==> config.mk <==
export PLATFORM = sky130hd
export DESIGN_NAME = branch_update_queue
export DESIGN_NICKNAME = d
export VERILOG_FILES = /design/src/rtl/branch_update_queue.sv
export SDC_FILE = /design/constraint.sdc
export NUM_CORES = 1
export LEC_CHECK = 0
export CAP_MARGIN = 10
export CORE_MARGIN = 1
export CORE_UTILIZATION = 40
export CTS_CLUSTER_SIZE = 14
export DETAILED_ROUTE_END_ITERATION = 12
export HOLD_SLACK_MARGIN = 0.08
export RECOVER_POWER = 100
export SLEW_MARGIN = 10
export SYNTH_ARGS = -nofsm -noshare
export SYNTH_HDL_FRONTEND = slang
export SYNTH_SLANG_ARGS = --single-unit
export TNS_END_PERCENT = 30
==> constraint.sdc <==
create_clock -name clk -period 3.35 [get_ports clk]
set_input_delay 0.67 -clock clk [delete_from_list [all_inputs] [get_ports clk]]
set_output_delay 0.67 -clock clk [all_outputs]
set_load 0.1 [all_outputs]
==> src/rtl/branch_update_queue.sv <==
// branch_update_queue: in-order FIFO of branch predictions that emits a
// one-cycle chooser/predictor update when the oldest branch resolves.
module branch_update_queue #(
    parameter int IDX_W = 12,
    parameter int DEPTH = 4
) (
    input  logic                     clk,
    input  logic                     rst_n,
    input  logic                     pred_valid_i,
    input  logic [IDX_W-1:0]         pred_idx_i,
    input  logic                     pred_p1_i,
    input  logic                     pred_p2_i,
    input  logic                     pred_choice_i,
    output logic                     pred_ready_o,
    input  logic                     res_valid_i,
    input  logic                     res_taken_i,
    input  logic                     flush_i,
    output logic                     upd_valid_o,
    output logic [IDX_W-1:0]         upd_idx_o,
    output logic                     upd_c1_o,
    output logic                     upd_c2_o,
    output logic                     upd_mispredict_o,
    output logic [$clog2(DEPTH):0]   count_o,
    output logic                     err_underflow_o
);
    localparam int AW = $clog2(DEPTH);
    localparam int CW = AW + 1;

    typedef struct packed {
        logic [IDX_W-1:0] idx;
        logic             p1;
        logic             p2;
        logic             ch;
    } entry_t;

    entry_t           mem_q [DEPTH];
    entry_t           head;
    logic [AW-1:0]    wr_q, wr_d, rd_q, rd_d;
    logic [CW-1:0]    count_q, count_d;
    logic             enq, deq;
    logic             upd_valid_q, upd_valid_d;
    logic [IDX_W-1:0] upd_idx_q, upd_idx_d;
    logic             upd_c1_q, upd_c1_d, upd_c2_q, upd_c2_d, upd_mis_q, upd_mis_d;
    logic             err_q, err_d;

    assign pred_ready_o = count_q != CW'(DEPTH);

    always_comb begin
        enq         = pred_valid_i && pred_ready_o && !flush_i;
        deq         = res_valid_i && count_q != '0;
        head        = mem_q[rd_q];
        // Flush wins over pointer advance; a same-cycle dequeue still reports below.
        wr_d        = flush_i ? '0 : wr_q + AW'(enq);
        rd_d        = flush_i ? '0 : rd_q + AW'(deq);
        count_d     = flush_i ? '0 : count_q + CW'(enq) - CW'(deq);
        upd_valid_d = deq;
        upd_idx_d   = deq ? head.idx : upd_idx_q;
        upd_c1_d    = deq ? head.p1 == res_taken_i : upd_c1_q;
        upd_c2_d    = deq ? head.p2 == res_taken_i : upd_c2_q;
        upd_mis_d   = deq ? (head.ch ? head.p2 : head.p1) != res_taken_i : upd_mis_q;
        err_d       = err_q | (res_valid_i && count_q == '0);
    end

    always_ff @(posedge clk) begin
        if (!rst_n) begin
            wr_q        <= '0;
            rd_q        <= '0;
            count_q     <= '0;
            upd_valid_q <= 1'b0;
            upd_idx_q   <= '0;
            upd_c1_q    <= 1'b0;
            upd_c2_q    <= 1'b0;
            upd_mis_q   <= 1'b0;
            err_q       <= 1'b0;
        end else begin
            wr_q        <= wr_d;
            rd_q        <= rd_d;
            count_q     <= count_d;
            upd_valid_q <= upd_valid_d;
            upd_idx_q   <= upd_idx_d;
            upd_c1_q    <= upd_c1_d;
            upd_c2_q    <= upd_c2_d;
            upd_mis_q   <= upd_mis_d;
            err_q       <= err_d;
        end
    end

    always_ff @(posedge clk) begin
        if (enq) mem_q[wr_q] <= '{idx: pred_idx_i, p1: pred_p1_i, p2: pred_p2_i, ch: pred_choice_i};
    end

    assign upd_valid_o      = upd_valid_q;
    assign upd_idx_o        = upd_idx_q;
    assign upd_c1_o         = upd_c1_q;
    assign upd_c2_o         = upd_c2_q;
    assign upd_mispredict_o = upd_mis_q;
    assign count_o          = count_q;
    assign err_underflow_o  = err_q;
endmodule

### Yosys cells after proc, flatten, opt, wreduce, memory -nomap -nowiden

Memory sizes are Yosys's and may differ from the RTL's. A register that Yosys moved wholly into a read port is not among the register bits.
Index checks and enable logic that the tools add are counted.

* logic and storage cells: 32
* memory bits (writable): 60
* output and inout port bits: 21
* input port bits: 21
* memories: 1
* register bits after elaboration: 24

Memory list
* mem_q: words 4, width 15, read ports 1, clocked after Yosys merged registers in 1, write ports 1, RTL line 36 `entry_t mem_q [DEPTH];`

* equality and inequality tests: 4
* reductions and logical operators: 8
* bitwise operators: 2
* muxes and demuxes: 4
* $add $sub $neg: 4

Operators by type and width (count)
* $add 2x1->2: 2
* $logic_and 1x1->1: 4
* $add 3x1->3: 1
* $logic_not 3->1: 1
* $mux 1: 3
* $ne 3x3->1 const B: 1
* $reduce_bool 3->1: 1
* $sub 3x1->3: 1
* $eq 1x1->1: 2
* $mux 2: 1
* $reduce_or 2->1: 1
* $logic_not 1->1: 1
* $ne 1x1->1: 1
* $not 1->1: 1
* $or 1x1->1: 1

### Longest topological paths before layout

* word-level depth: 5
* mapped depth: 10
* gate-level depth less buffers: 10

### Least setup slack after synthesis

Ideal clock, no wire load.

* path type: flip-flop to flip-flop
* start point: register count_q[1] (netlist: count_o[1])
* end point: memory mem_q[1][0] in the netlist's numbering, enable pin
* cell stages (with the launch flop): 5
* period minus slack after synthesis: 3823 ps
* library setup time: 409 ps
* data arrival time: 3414 ps
* setup slack: -473 ps
* path through: dfxtp_1 nor2_1 nand2_1 nand3b_1 nor3b_1

* cells in the longest elaborated chain, start to end: 5

Ends and longest elaborated chain
* from (decl): RTL line 39 `logic [CW-1:0] count_q, count_d;`
* from (signal assigned): RTL line 78 `count_q <= count_d;`
* $ne 3x3->1: RTL line 46 `assign pred_ready_o = count_q != CW'(DEPTH);`
* net pred_ready_o: RTL line 14 `output logic pred_ready_o,`
* $logic_and 1x1->1 (2 in a row): RTL line 49 `enq = pred_valid_i && pred_ready_o && !flush_i;`
* $mux 1: RTL line 89 `if (enq) mem_q[wr_q] <= '{idx: pred_idx_i, p1: pred_p1_i, p2: pred_p2_i, ch: pred_choice_i};`
* $mux 1 (implied by the code): RTL line 89
* to (decl): RTL line 36

The timed path passes the listed nets, and every way through them passes these cells.

### Worst setup path in the final report

* start point: input port res_valid_i
* end point: register count_q[2] (netlist: count_o[2])

* cells in the longest elaborated chain, start to end: 2

Ends and longest elaborated chain
* from (decl): RTL line 15 `input logic res_valid_i,`
* $logic_and 1x1->1: RTL line 50 `deq = res_valid_i && count_q != '0;`
* $sub 3x1->3: RTL line 55 `count_d = flush_i ? '0 : count_q + CW'(enq) - CW'(deq);`

Every way passes these cells.
A chain may end at the register's enable or synchronous reset.

==> impl_metrics.env <==
export IMPL_chipWidth_um=91.2
export IMPL_routed_top_layer="met4"
export IMPL_routed_wl_um=5350
export IMPL_cts_tree="yes"
export IMPL_rows=32
export IMPL_clkLatencyLatePin_ps=350
export IMPL_place_congestion=0.729
export IMPL_syn_nets=215
export IMPL_ir_worst_vdd_uv=227
export IMPL_layout_common_cells="edfxtp_1, nand2_1, dlygate4sd3_1, dfxtp_1, clkbuf_1"
export IMPL_whs_ps=462
export IMPL_numCtsBuffers=9
export IMPL_wl_per_cell_um=15.4
export IMPL_cp_end_kind="flop"
export IMPL_yosysTopAreaCellShare_pct=56.6
export IMPL_synthTopCellsByArea="edfxtp_1, dfxtp_1, mux4_2, nand2_1, a21boi_0"
export IMPL_layout_commonest_cell="edfxtp_1"
export IMPL_route_met2_wl_um=2580
export IMPL_outcome="finished clean"
export IMPL_wl_met1_um=2500
export IMPL_timing_final_ws_setup_ps=752
export IMPL_htree_levels=3
export IMPL_hold_path_class="flop to flop"
export IMPL_slew_violations=0
export IMPL_required_ps=3600
export IMPL_vias=1628
export IMPL_first_pass_iters=4
export IMPL_clockBufferDepth=2
export IMPL_post_cts_resized=0
export IMPL_path_clk_slew_ps=80
export IMPL_grt_pass1_vias=1601
export IMPL_power_leakage_nw=1.28
export IMPL_worstPathArrival_ps=2840
export IMPL_die_area_um2=8320
export IMPL_root_buffer="clkbuf_8"
export IMPL_ys_seq_area_share_pct=71.7
export IMPL_diodes=0
export IMPL_dp_slack_ps=480
export IMPL_grtUsageTotal_pct=14.4
export IMPL_nets=266
export IMPL_fin_skew_ps=8.60
export IMPL_start_kind="input pin"
export IMPL_vias_per_cell=4.69
export IMPL_cap_violations=0
export IMPL_syn_area_um2=3180
export IMPL_max_freq_mhz=385
export IMPL_finalHoldViolCount=0
export IMPL_ant_nets=0
export IMPL_rsz0062_at_grt="false"
export IMPL_grt_ovfl_total=0
export IMPL_grt_antenna_before_repair=0
export IMPL_synth_cell_type_count=27
export IMPL_routed_wl_met3_um=154
export IMPL_period_share_pct=77.6
export IMPL_io_pins=42
export IMPL_avgSynthCellArea_um2=16.8
export IMPL_syn_inst=189
export IMPL_grt_max_degree=20
export IMPL_tritoncts_num_sinks=84
export IMPL_fin_crit_ps=2600
export IMPL_core_area_um2=7730
export IMPL_slew_headroom_pct=22.3
export IMPL_ctsHoldBuffers=0
export IMPL_drcViolationCount=0
export IMPL_die_height_um=91.2
export IMPL_power_density_nw_per_um2=560
export IMPL_power_mw=2.15
export IMPL_reg2reg_slack_ps=820
export IMPL_ys_ff_latch=84
export IMPL_drive_gt1_share_pct=11.8
export IMPL_path_max_fanout=17
export IMPL_area_growth_pct=20.9
export IMPL_drt_iter0_markers=89
export IMPL_synth_largest_area_cell="edfxtp_1"
export IMPL_cts_setup_buffers=0
export IMPL_io_buffers=41
export IMPL_dpl_hpwl_um=3390
export IMPL_worstSetupPathType="input pin to flop"
export IMPL_yosys_warnings=0
export IMPL_setup_viol=0
export IMPL_grt_pass1_wl_um=8610
export IMPL_tightest_slew_ps=1170
export IMPL_start_util_pct=41.2
[sequential cells by signal, summed over array words and instances, names as in the netlist]
signal            count
upd_idx_o            12
upd_valid_o           1
upd_c2_o              1
rd_q                  2
mem_q                60
err_underflow_o       1
upd_c1_o              1
upd_mispredict_o      1
wr_q                  2
count_o               3
[per-stage QoR]
step	utilization, %	instances	TNS (ps)	area [um2]
6_report	49.8	347	0	3850
5_1_grt	49.8	347	0	3850
4_1_cts	50.8	347	0	3930
3_5_place_dp	48.0	331	0	3710
3_3_place_gp	48.0	331	0	3710
2_1_floorplan	-	189	-19680	3180
[metal layers]
layer / vias to the layer above / global-route usage (%)
li1: 804 / -
met1: 783 / 19.4
met2: 34 / 21.8
met3: 7 / 2.43
met4: 0 / 8.73
met5: - / 0
[kinds of logic (layout without fill, tap and decap cells)]
group / Yosys count / count (layout) / synth area share, %
AOI/OAI and AO/OA: 18 / 18 / 4.28
muxes: 16 / 16 / 11.2
DFF: 84 / 84 / 71.7
adders and majority gates: 5 / 5 / 2.20
xor gates and xnor gates: 7 / 7 / 1.93
and+or+nand+nor: 47 / 47 / 6.84
buffers and inverters: 12 / 68 / 1.89
[worst paths after layout]
check | start | end | cells after the start
worst max-delay path | res_valid_i | count_o[2]$_SDFF_PP0_ | 10
worst min-delay path | upd_idx_o[1]$_SDFFE_PN0P_ | upd_idx_o[1]$_SDFFE_PN0P_ | 2
worst max register to register | count_o[1]$_SDFF_PP0_ | count_o[2]$_SDFF_PP0_ | 9
worst min register to register | upd_idx_o[1]$_SDFFE_PN0P_ | upd_idx_o[1]$_SDFFE_PN0P_ | 2
[synthesized netlist by cell type (all sizes together)]
| master | number |
|---|---|
| fa | 1 |
| nor2b | 2 |
| nor2 | 4 |
| inv | 5 |
| nor3b | 2 |
| mux2i | 1 |
| nor3 | 2 |
| nand2 | 27 |
| and3 | 1 |
| nand3b | 1 |
| a21oi | 2 |
| o21ai | 3 |
| nand2b | 1 |
| edfxtp | 60 |
| o31ai | 1 |
| ha | 4 |
| clkbuf | 2 |
| xnor2 | 4 |
| xor2 | 3 |
| buf | 5 |
| a21boi | 12 |
| mux4 | 15 |
| dfxtp | 24 |
| and2 | 7 |
[cell type report]
type	instances	area, um2
fillers	687	3880
inverters	5	18.8
flip-flops and latches	84	2280
clock buffers	10	128
clock inverters	6	88.8
well taps	102	128
repair buffers	47	362
multi-input cells	93	841
[power breakdown]
part | total [mW] | switching (mW) | internal [mW]
clock network | 0.772 | 0.351 | 0.420
registers | 1.15 | 0.0141 | 1.14
logic | 0.229 | 0.164 | 0.0644
total | 2.15 | 0.530 | 1.62
[critical path: stages]
cell and delay, ps:
dlygate4sd3_1 590, o31ai_4 180, inv_1 130, ha_1 310, inv_1 40, ha_1 180
fa_1 370, xnor2_1 180, xnor2_1 140, nor2_1 50
Note: power is estimated with default switching activity, not from simulation.
==> variant 1 (config.mk and constraints unchanged) <==
Make the reset (`rst_n`) asynchronous in one clocked block.
--- a/src/rtl/branch_update_queue.sv
+++ b/src/rtl/branch_update_queue.sv
@@ -61,7 +61,7 @@
         err_d       = err_q | (res_valid_i && count_q == '0);
     end
 
-    always_ff @(posedge clk) begin
+    always_ff @(posedge clk or negedge rst_n) begin
         if (!rst_n) begin
             wr_q        <= '0;
             rd_q        <= '0;
Check against the original RTL: differs if rst_n is asserted again (counterexample within 4 cycles, from zero or initial values and one cycle with rst_n low); with rst_n held inactive, the same outputs for 10 cycles.
==> variant 1 against the unedited design <==
  * Wire length decreased by 3.1%
  * Worst setup slack got worse by 0.076 ns
  * Via count is 4.2% lower
  * Sequential cell count is the same
  * Final area shrank 1.7%
  * Area after synthesis is 0.98% higher
  * Clock skew decreased by 0.0024 ns
  * Largest cell class unchanged
Power is left out: the tool's default activity adds up to more than one toggle a clock period on the data nets, which glitch-free logic cannot reach.
==> variant 1: results (changes against the unedited design) <==
[outcome]
status = finished clean

[synth]
ys_async_sr_fraction_pct = 28.6  ; +29 points
ys_seq_area_share_pct = 74.7  ; +3.0 points
synth.net_count = 183  ; -15%
synth_common_cells = edfxtp_1, dfrtp_1, mux2_2, mux4_2

[grt]
grt_pass1_wl_mm = 8.33  ; -3.3%
grtUsageMet1_pct = 16.5  ; -2.9 points
grt_max_degree = 25  ; +25%
met3_usage_pct = 2.57  ; +0.14 points

[detailed_routing]
vias_per_cell = 4.92  ; +4.9%
wl_met1_mm = 2.16  ; -14%
dr_wl_met3_um = 189  ; +23%
routed-wl-met2_mm = 2.73  ; +5.8%

[worst_setup_path]
startpoint = flush_i
crit_end = mem_q[1][14]
crit_arrival_ns = 2.64  ; -0.20 ns
rr_endpoint = count_o[2]
max_stage_delay_ns = 0.75  ; +0.16 ns
slowest_stage = clkbuf_1
crit-reg2reg-launch = count_o[1]
r2r_setup_slack_ns = 1.15  ; +0.33 ns

[placement]
placed_cells = 301  ; -9.1%
place_hpwl_mm = 3.35  ; -1.0%
place_congestion = 0.760  ; +4.3%
placed_area_um2 = 3730  ; +0.44%

[finish]
final.fill_count = 698  ; +1.6%
final_nets = 236  ; -11%

[timing]
finClkSkew_ns = 0.00622  ; -0.00238 ns

[variant 1: how the worst min path moves through the flow]
stage                          from         endpoint  slack [ns]  cells past startpoint
global placement    err_underflow_o  err_underflow_o        0.45                      1
global route        err_underflow_o  err_underflow_o        0.49                      1
floorplan                     rst_n       count_o[0]        0.37                      0
CTS                 err_underflow_o  err_underflow_o        0.47                      1
detailed placement  err_underflow_o  err_underflow_o        0.45                      1
finish              err_underflow_o  err_underflow_o        0.46                      1
[variant 1: logic make-up (layout without fill, tap and decap cells)]
group | after synthesis | count (layout) | share of synthesized area [%]
compound gates | 4 | 4 | 0.701
xor+xnor | 7 | 7 | 1.91
fa+ha+maj | 5 | 5 | 2.18
buf+inv | 10 | 68 | 1.83
flops | 84 | 84 | 74.7
mux | 28 | 28 | 15.6
simple gates | 19 | 19 | 3.04
[variant 1: stage by stage]
| step | utilization, % | hold slack, ns | setup WS [ns] |
|---|---|---|---|
| after floorplan | - | 0.374 | -0.380 |
| after global placement | 48.0 | 0.447 | 0.576 |
| after detailed placement | 48.0 | 0.454 | 0.444 |
| after CTS | 50.1 | 0.472 | 0.821 |
| after global routing | 48.7 | 0.490 | 0.491 |
| final | 48.7 | 0.465 | 0.676 |
[variant 1: area by class of cell]
| cell class | instances | area, um2 | area share (%) |
|---|---|---|---|
| Clock inverter | 6 | 30.0 | 0.794 |
| Clock buffer | 10 | 138 | 3.64 |
| Inverter | 4 | 15.0 | 0.397 |
| Sequential cell | 84 | 2400 | 63.5 |
| Timing Repair Buffer | 48 | 315 | 8.34 |
| Multi-Input combinational cell | 63 | 753 | 19.9 |
| Tap cell | 102 | 128 | 3.38 |
==> variant 2 (config.mk and constraints unchanged) <==
Without the edit above. The parameter `IDX_W` goes from 12 to 11.
--- a/src/rtl/branch_update_queue.sv
+++ b/src/rtl/branch_update_queue.sv
@@ -1,7 +1,7 @@
 // branch_update_queue: in-order FIFO of branch predictions that emits a
 // one-cycle chooser/predictor update when the oldest branch resolves.
 module branch_update_queue #(
-    parameter int IDX_W = 12,
+    parameter int IDX_W = 11,
     parameter int DEPTH = 4
 ) (
     input  logic                     clk,
Ports: changed (resized pred_idx_i and upd_idx_o); port bits go from 42 to 40. No check against the original RTL was run, so the function may have changed too.
==> variant 2 against the unedited design <==
  * Hold slack improved by 0.0026 ns
  * Critical path type unchanged
  * Non-clock buffer count fell by 1
  * Area after synthesis fell by 6.1%
  * Final area fell by 5.8%
  * Register-to-register slack improved by 0.27 ns
  * Wire length fell by 1.7%
  * Power fell by 4.2%
  * Highest routed layer unchanged
  * Utilization rose by 0.17 points
  * Worst setup slack got worse by 0.027 ns
  * Synthesized cell count fell by 5.3%
  * Sequential power fell by 6%
  * Sequential cell count fell by 5
  * Global-route usage rose by 0.74 points
==> variant 2: results (changes against the unedited design) <==
[worst_hold_path]
holdPathStages = 2  ; unchanged
hold_end = upd_idx_o[2]
worstHoldStart = upd_idx_o[2]

[outcome]
status = finished clean

[worst_setup_path]
max_stage_delay_ns = 0.56  ; -0.03 ns
startpoint = flush_i
crit_arrival_ns = 2.87  ; +0.03 ns
critPathMaxFanout = 5  ; -12
crit_end = count_o[2]
r2r_setup_slack_ns = 1.09  ; +0.27 ns
r2r.worst_path.cells = 10  ; +1

[timing]
finClkSkew_ns = 0.0108  ; +0.00222 ns
period_needed_ns = 2.63  ; +0.0275 ns
whs_ns = 0.465  ; +0.00264 ns
slew_headroom_pct = 21.3  ; -0.99 points

[grt]
track_usage_pct = 15.1  ; +0.74 points
grt_max_degree = 19  ; -5.0%
antenna_found_initial = 0  ; unchanged
grt_pass1_vias = 1578  ; -1.4%
grt_pass1_wl_mm = 8.29  ; -3.7%

[power_and_ir_drop]
p_leak_nw = 1.21  ; -5.8%
ir_worst_vdd_mv = 0.197  ; -13%

[placement]
pre_cts_ws_ns = 0.455  ; -0.0249 ns
placed_cells = 318  ; -3.9%
place_congestion = 0.731  ; +0.36%
placed_area_um2 = 3490  ; -5.8%
port_buffers = 39  ; -4.9%
place_hpwl_mm = 3.38  ; -0.20%

[finish]
multi_input_comb_cells = 89  ; -4.3%
buffers = 46  ; -2.1%
final.fill_count = 660  ; -3.9%
area_growth_pct = 21.2
seq-cell-share_pct = 59.1  ; -0.20 points
final_nets = 255  ; -4.1%
regMostFlops = mem_q
multi_input_area_um2 = 791  ; -6.0%
final_cells = 334  ; -3.7%
drive_gt1_share_pct = 13.6  ; +1.8 points
n_clock_buffer = 10  ; unchanged
clkCellAreaFrac_pct = 6.18  ; +0.55 points
largest_reg_flops = 56  ; -6.7%
buffer_area_share_pct = 8.94  ; -0.46 points

[clock_tree]
cts.htree.levels = 3  ; unchanged
ctsRootBufferMaster = clkbuf_8
clkLatencyLatePin_ns = 0.35  ; about the same
clk_pin_slew_ns = 0.09

[synth]
ys_seq_area_share_pct = 71.7  ; about the same
yosys-top-cells-area = edfxtp_1, dfxtp_1, mux4_2, nand2_1, a21boi_0
syn_avg_cell_area_um2 = 16.7  ; -0.85%
synth.net_count = 204  ; -5.1%
synth_common_cells = edfxtp_1, nand2_1, dfxtp_1, mux4_2, a21boi_0
synthDistinctLibCells = 27  ; unchanged
synth_edf_count = 56  ; -6.7%
synth_area_um2 = 2990  ; -6.1%
ys_ff_latch = 79  ; -6.0%

[detailed_routing]
vias = 1611  ; -1.0%
drt-total-wl_mm = 5.27  ; -1.7%
drt_iter0_markers = 96  ; +7.9%

==> variant 2: cell count changes in the layout (fill, tap and decap cells not counted), sizes merged <==
cell,delta
dlygate4sd3,-6
clkbuf,+4
mux4,-1
nand2,-2
clkinv,-1
bufinv,-1
a21boi,-1
buf,+1
dfxtp,-1
edfxtp,-4
inv,+2
==> variant 2: cells by family after synthesis <==
group | after synthesis | share of synthesized area (%)
multiplexers | 15 | 11.0
flip-flops | 79 | 71.7
adder cells (fa/ha/maj) | 5 | 2.34
XOR/XNOR | 7 | 2.05
AO/OA/AOI/OAI | 17 | 4.02
buffers and inverters | 11 | 1.88
AND/OR/NAND/NOR | 45 | 7.03
==> variant 2: routing by layer <==
layer / wire length [um] / track usage (%)
met4: 99 / 7.92
met1: 2450 / 20.1
met5: 0 / 0
met3: 221 / 3.08
met2: 2490 / 23.6
==> variant 2: report_power, final <==
group	switching, W	internal [W]	leakage [nW]
sequential	0.0000133	0.00107	0.695
clock	0.000363	0.000400	0.110
combinational	0.000158	0.0000596	0.403
